File: config.mk
export PLATFORM = sky130hd
export DESIGN_NAME = calc_entry_controller
export DESIGN_NICKNAME = d
export VERILOG_FILES = /design/src/rtl/calc_disp_pkg.sv /design/src/rtl/calc_entry_controller_key_edge.sv /design/src/rtl/calc_entry_controller.sv
export SDC_FILE = /design/constraint.sdc
export NUM_CORES = 1
export LEC_CHECK = 0
export BUFFER_PORTS_ARGS = -buffer_cell sky130_fd_sc_hd__buf_2
export CAP_MARGIN = 20
export CORE_MARGIN = 2
export CORE_UTILIZATION = 40
export CTS_CLUSTER_SIZE = 24
export DETAILED_ROUTE_END_ITERATION = 7
export SYNTH_ARGS = -nofsm -noshare
export SYNTH_HDL_FRONTEND = slang
export SYNTH_HIERARCHICAL = 1
export SYNTH_SLANG_ARGS = --single-unit
export TNS_END_PERCENT = 20
File: constraint.sdc
create_clock -name clk -period 2.6 [get_ports clk]
set_input_delay 0.13 -clock clk [delete_from_list [all_inputs] [get_ports clk]]
set_output_delay 0.13 -clock clk [all_outputs]
set_load 0.005 [all_outputs]
File: src/rtl/calc_disp_pkg.sv
// Shared types and active-low segment codes for the calculator entry/display path.
// Segment bit order is dp,g,f,e,d,c,b,a; a 0 lights the segment.
package calc_disp_pkg;

  typedef enum logic [1:0] {
    S_A0   = 2'd0,
    S_OP   = 2'd1,
    S_A1   = 2'd2,
    S_SHOW = 2'd3
  } state_e;

  typedef enum logic {
    OP_ADD = 1'b0,
    OP_SUB = 1'b1
  } op_e;

  localparam logic [7:0] SEG_BLANK = 8'hFF;
  localparam logic [7:0] SEG_MINUS = 8'hBF;
  localparam logic [7:0] SEG_PLUS  = 8'h8F;
  localparam logic [7:0] SEG_EQ    = 8'hB7;
  localparam logic [7:0] SEG_ONE   = 8'hF9;

endpackage

File: src/rtl/calc_entry_controller_key_edge.sv
// Registered rising-edge detector for one debounced key.
// press is high for exactly one cycle per low-to-high transition of key.
module key_edge (
  input  logic clk,
  input  logic rst,
  input  logic key,
  output logic press
);

  logic key_q;
  logic key_d;

  always_comb begin
    key_d = key;
  end

  always_ff @(posedge clk) begin
    if (rst) begin
      key_q <= 1'b0;
    end else begin
      key_q <= key_d;
    end
  end

  assign press = key & ~key_q;

endmodule

File: src/rtl/calc_entry_controller.sv
// Sequences A0 / operator / A1 entry from the switches and latches the 4-bit result
// plus the segment codes for the operator, '=' and carry/sign digits.
module calc_entry_controller
  import calc_disp_pkg::*;
#(
  parameter int BLINK_CYCLES = 25000000,
  parameter bit SUB_NEG_MAG  = 1'b1
) (
  input  logic       clk,
  input  logic       rst,
  input  logic [3:0] sw,
  input  logic       btn_next,
  input  logic       btn_op,
  input  logic       btn_clr,
  output logic [3:0] a0,
  output logic [3:0] a1,
  output logic [7:0] op,
  output logic [7:0] eq,
  output logic [7:0] prefix,
  output logic [3:0] result,
  output logic [3:0] state_led
);

  localparam int CW = $clog2(BLINK_CYCLES + 1);

  logic next_p, op_p, clr_p;

  key_edge u_next (.clk(clk), .rst(rst), .key(btn_next), .press(next_p));
  key_edge u_op   (.clk(clk), .rst(rst), .key(btn_op),   .press(op_p));
  key_edge u_clr  (.clk(clk), .rst(rst), .key(btn_clr),  .press(clr_p));

  state_e          state_q, state_d;
  op_e             op_sel_q, op_sel_d;
  logic [3:0]      a0_q, a0_d;
  logic [3:0]      a1_q, a1_d;
  logic [3:0]      result_q, result_d;
  logic [7:0]      prefix_q, prefix_d;
  logic [CW-1:0]   blink_cnt_q, blink_cnt_d;
  logic            blink_off_q, blink_off_d;

  // A1 is taken straight from sw on the advancing edge, so the result uses sw, not a1_q.
  logic [4:0] sum;
  logic [4:0] diff;
  logic [3:0] neg_mag;
  logic       neg;

  always_comb begin
    sum     = {1'b0, a0_q} + {1'b0, sw};
    diff    = {1'b0, a0_q} - {1'b0, sw};
    neg_mag = sw - a0_q;
    neg     = (a0_q < sw);
  end

  always_comb begin
    state_d     = state_q;
    op_sel_d    = op_sel_q;
    a0_d        = a0_q;
    a1_d        = a1_q;
    result_d    = result_q;
    prefix_d    = prefix_q;
    blink_cnt_d = blink_cnt_q;
    blink_off_d = blink_off_q;

    if (clr_p) begin
      state_d     = S_A0;
      op_sel_d    = OP_ADD;
      a0_d        = 4'd0;
      a1_d        = 4'd0;
      result_d    = 4'd0;
      prefix_d    = SEG_BLANK;
      blink_cnt_d = '0;
      blink_off_d = 1'b0;
    end else begin
      unique case (state_q)
        S_A0: begin
          a0_d = sw;
          if (next_p) begin
            state_d     = S_OP;
            blink_cnt_d = '0;
            blink_off_d = 1'b0;
          end
        end
        S_OP: begin
          if (blink_cnt_q == CW'(BLINK_CYCLES - 1)) begin
            blink_cnt_d = '0;
            blink_off_d = ~blink_off_q;
          end else begin
            blink_cnt_d = blink_cnt_q + 1'b1;
          end
          if (op_p) begin
            op_sel_d = (op_sel_q == OP_ADD) ? OP_SUB : OP_ADD;
          end
          if (next_p) begin
            state_d = S_A1;
            a1_d    = sw;
          end
        end
        S_A1: begin
          a1_d = sw;
          if (next_p) begin
            state_d = S_SHOW;
            if (op_sel_q == OP_ADD) begin
              result_d = sum[3:0];
              prefix_d = sum[4] ? SEG_ONE : SEG_BLANK;
            end else if (neg) begin
              result_d = SUB_NEG_MAG ? neg_mag : diff[3:0];
              prefix_d = SEG_MINUS;
            end else begin
              result_d = diff[3:0];
              prefix_d = SEG_BLANK;
            end
          end
        end
        S_SHOW: begin
          if (next_p) begin
            state_d     = S_A0;
            op_sel_d    = OP_ADD;
            a0_d        = 4'd0;
            a1_d        = 4'd0;
            result_d    = 4'd0;
            prefix_d    = SEG_BLANK;
            blink_cnt_d = '0;
            blink_off_d = 1'b0;
          end
        end
        default: state_d = S_A0;
      endcase
    end
  end

  always_ff @(posedge clk) begin
    if (rst) begin
      state_q     <= S_A0;
      op_sel_q    <= OP_ADD;
      a0_q        <= 4'd0;
      a1_q        <= 4'd0;
      result_q    <= 4'd0;
      prefix_q    <= SEG_BLANK;
      blink_cnt_q <= '0;
      blink_off_q <= 1'b0;
    end else begin
      state_q     <= state_d;
      op_sel_q    <= op_sel_d;
      a0_q        <= a0_d;
      a1_q        <= a1_d;
      result_q    <= result_d;
      prefix_q    <= prefix_d;
      blink_cnt_q <= blink_cnt_d;
      blink_off_q <= blink_off_d;
    end
  end

  logic [7:0] op_sym;

  always_comb begin
    op_sym    = (op_sel_q == OP_SUB) ? SEG_MINUS : SEG_PLUS;
    op        = SEG_BLANK;
    eq        = SEG_BLANK;
    state_led = 4'b0001;
    unique case (state_q)
      S_A0: begin
        op        = SEG_BLANK;
        state_led = 4'b0001;
      end
      S_OP: begin
        op        = blink_off_q ? SEG_BLANK : op_sym;
        state_led = 4'b0010;
      end
      S_A1: begin
        op        = op_sym;
        state_led = 4'b0100;
      end
      S_SHOW: begin
        op        = op_sym;
        eq        = SEG_EQ;
        state_led = 4'b1000;
      end
      default: begin
        op        = SEG_BLANK;
        state_led = 4'b0001;
      end
    endcase
  end

  assign a0     = a0_q;
  assign a1     = a1_q;
  assign prefix = prefix_q;
  assign result = result_q;

endmodule

==> flow_metrics.tcl <==
set metrics [dict create \
    viasPerCell 4.968 \
    grt_overflow 0 \
    wire_per_inst_um 13.17 \
    cts.sinks 46 \
    synth_area_per_cell_sq_um 8.552 \
    clockBufferDepth 2 \
    skew_ps 15.91 \
    seqPwrFrac 0.452 \
    final_antenna_net_count 0 \
    synth_edf_count 0 \
    worstPathMaxFanout 5 \
    grt_util_all_layers 0.1586 \
    ys_async_sr_fraction 0 \
    crit_path_end_kind "flop" \
    maxCapViolCount 0 \
    cts-htree-levels 2 \
    holdCritStartpoint "btn_next" \
    period_share 0.8856 \
    worst_pin_slew_ps 784.9 \
    die_w_um 89.26 \
    dpl_cell_area_sq_um 3080 \
    timing.rr.start "a0[0]$_SDFFE_PP0P_" \
    ys.flop_type "dfxtp_1" \
    antennaDiodeCount 0 \
    holdBufCountCts 0 \
    fillers 734 \
    cp.arrival_ps 2540 \
    synth_cells 340 \
    io_buffers 32 \
    finalSetupTns_ps 0 \
    fmax_ghz 0.4343 \
    p_total_w 0.001623 \
    drt_iter0_drc 100 \
    die_h_um 89.26 \
    synth_area_sq_um 2908 \
    wirelength_um 6136 \
    rsz0062_at_grt "no" \
    clkTransAtPathRegs_ps 100 \
    setup_viol 0 \
    crit_required_ps 2840 \
    yosysSeqAreaShare 0.3167 \
    ir_drop_mv 0.1726 \
    cts_setup_buffers 0 \
    reg2reg_depth 9 \
    post-route-min-period_ps 2303 \
    drive_above_1_share 0.1608 \
    yosys_register_bits 46 \
    comb_power_share 0.144 \
    rrSetupSlack_ps 300 \
    nNetsFinal 398 \
    worstSetupPathType "reg2reg" \
    gp_congestion 0.7761 \
    ys_top_cells_by_area "dfxtp_1 (32%), ha_1 (8.6%), nor2_1 (5.6%)" \
    die-area_sq_um 7967 \
    pwr-share-clk 0.403 \
    p_switching_w 0.0004265 \
    internal_power_w 0.001197 \
    status "completed" \
    hold_path_class "in2reg" \
    report.final.hold_viol_count 0 \
    power_leakage_nw 1.238 \
    area_growth_pct 10.84 \
    post-dp-hpwl_um 4620 \
    sw_frac_of_total 0.2627 \
    post-route-drc-count 0 \
    clk_latency_ps 310 \
    synth_top_area_frac 0.3167 \
    cts_tree "built" \
    synth_area_leader_cell "dfxtp_1" \
    cts-root-buf "clkbuf_8" \
    drtPass1Iterations 4 \
    initial_core_util 0.4074 \
    cp-start-kind "flop" \
    grt_max_degree 17 \
    powerDensity_nw_per_um2 503.7 \
    synth_cell_types 54 \
    max-slew-margin-rel 0.4732 \
    regArea_sq_um 920.9 \
    min_path_cells 2 \
    design.core.area_sq_um 7137 \
    final_area_sq_um 3223 \
    multi_input_area_sq_um 1749 \
    grt_pass1_wl_um 9901 \
    drv_slew 0 \
    vias 2315 \
    synth_warnings 6 \
    grt_pass1_vias 2087 \
    grt_antenna_before_repair 0 \
    r2r-end "result[1]$_SDFFE_PP0P_" \
    top_level_ports 49 \
    rows 31 \
    cts_inserted_buffers 5 \
    holdPathEnd "u_next/key_q$_SDFF_PP0_" \
]
-- metrics by stage --
stage                     cells  utilization  hold slack, ps  setup slack, ps
after global placement      458       0.4316           365.3            271.4
after global routing        466       0.4516           47.37            117.0
after detailed placement    458       0.4316           369.5            200.5
after floorplan             355            -           194.3            460.1
after CTS                   466       0.4509           46.58            178.7
final                       466       0.4516           48.57            297.3
-- worst max path at each step --
stage / startpoint / to / depth (start not counted)
2_1_floorplan: a0[0]$_SDFFE_PP0P_ / result[1]$_SDFFE_PP0P_ / 9
3_3_place_gp: state_q[0]$_SDFFE_PP0P_ / blink_cnt_q[13]$_SDFFE_PP0P_ / 7
3_5_place_dp: state_q[1]$_SDFFE_PP0P_ / blink_cnt_q[13]$_SDFFE_PP0P_ / 7
4_1_cts: state_q[0]$_SDFFE_PP0P_ / blink_cnt_q[13]$_SDFFE_PP0P_ / 7
5_1_grt: state_q[0]$_SDFFE_PP0P_ / blink_cnt_q[20]$_SDFFE_PP0P_ / 7
6_report: a0[0]$_SDFFE_PP0P_ / result[1]$_SDFFE_PP0P_ / 9
-- cells in the mapped netlist, types with 7 or more instances --
library cell / instances
inv_1: 24
dfxtp_1: 46
a21oi_1: 14
nor4_1: 9
nand3_1: 11
mux2i_1: 7
ha_1: 20
nand2_1: 14
xnor2_1: 16
clkbuf_1: 10
nand4_1: 9
nor2_1: 43
nor3_1: 13
buf_4: 21
-- power groups by stage --
stage / Combinational (W) / Sequential (W) / Clock, W
floorplan: 0.000185 / 0.000748 / 0
global placement: 0.000233 / 0.000750 / 0
detailed placement: 0.000236 / 0.000751 / 0
CTS: 0.000237 / 0.000735 / 0.000670
global route: 0.000265 / 0.000737 / 0.000691
finish: 0.000234 / 0.000735 / 0.000654
-- area by class of cell --
type,instances,share of cell area
Tap cell,99,0.03843
Clock buffer,5,0.02135
Sequential cell,46,0.2857
Clock inverter,3,0.02135
Timing Repair Buffer,37,0.06134
Inverter,25,0.02911
Multi-Input combinational cell,251,0.5427
-- sequential cells by signal, indices dropped and copies added (netlist names) --
name and count:
blink_cnt_q 25, a0 4, a1 4, result 4
prefix 2, state_q 2, blink_off_q 1, op_sel_q 1
u_clr/key_q 1, u_next/key_q 1, u_op/key_q 1
-- metal layers --
layer  vias up  part of all wire  track usage
met2        36              0.47       0.2660
met1      1079              0.48       0.2062
met3         4             0.035      0.03324
met5         -                 0            0
met4         0            0.0086      0.04478
li1       1196                 -            -
-- cell usage in the layout (no fill, tap or decap), types with 3 or more instances in the layout --
cell      count
dfxtp_1      46
nor2_1       43
buf_2        32
inv_1        24
ha_1         20
xnor2_1      16
conb_1       16
a21oi_1      14
nand2_1      14
nor3_1       12
nand3_1      11
nand4_1       9
nor4_1        9
mux2i_1       7
o21ai_1       6
o21ai_0       6
nor2b_4       6
a22oi_1       5
nor2b_1       5
clkbuf_8      5
buf_4         5
o31ai_1       4
o21bai_1      3
nand2b_1      3
and4_1        3
nor4b_1       3
xor2_1        3
fa_1          3
-- cells by family after synthesis --
group / count (synthesis) / share of synthesized area
compound gates: 54 / 0.1312
mux: 8 / 0.02797
buf+inv: 58 / 0.1028
other cells: 1 / 0.001290
simple gates: 131 / 0.2560
xor+xnor: 19 / 0.05723
fa+ha+maj: 23 / 0.1067
flops: 46 / 0.3167
-- what timing repair did --
action / CTS / global route
setup endpoints to repair: 0 / 1
resized for setup: 0 / 1
endpoints found under the hold margin: 0 / 0
-- critical path, stage by stage (launching register included) --
cell and delay (ps):
dfxtp_1 360, inv_1 70, ha_1 150, inv_1 50
fa_1 370, a211oi_1 380, nor2_1 180, mux2i_1 150
a2111o_1 410, a21oi_1 130
Note: power is estimated with default switching activity, not from simulation.
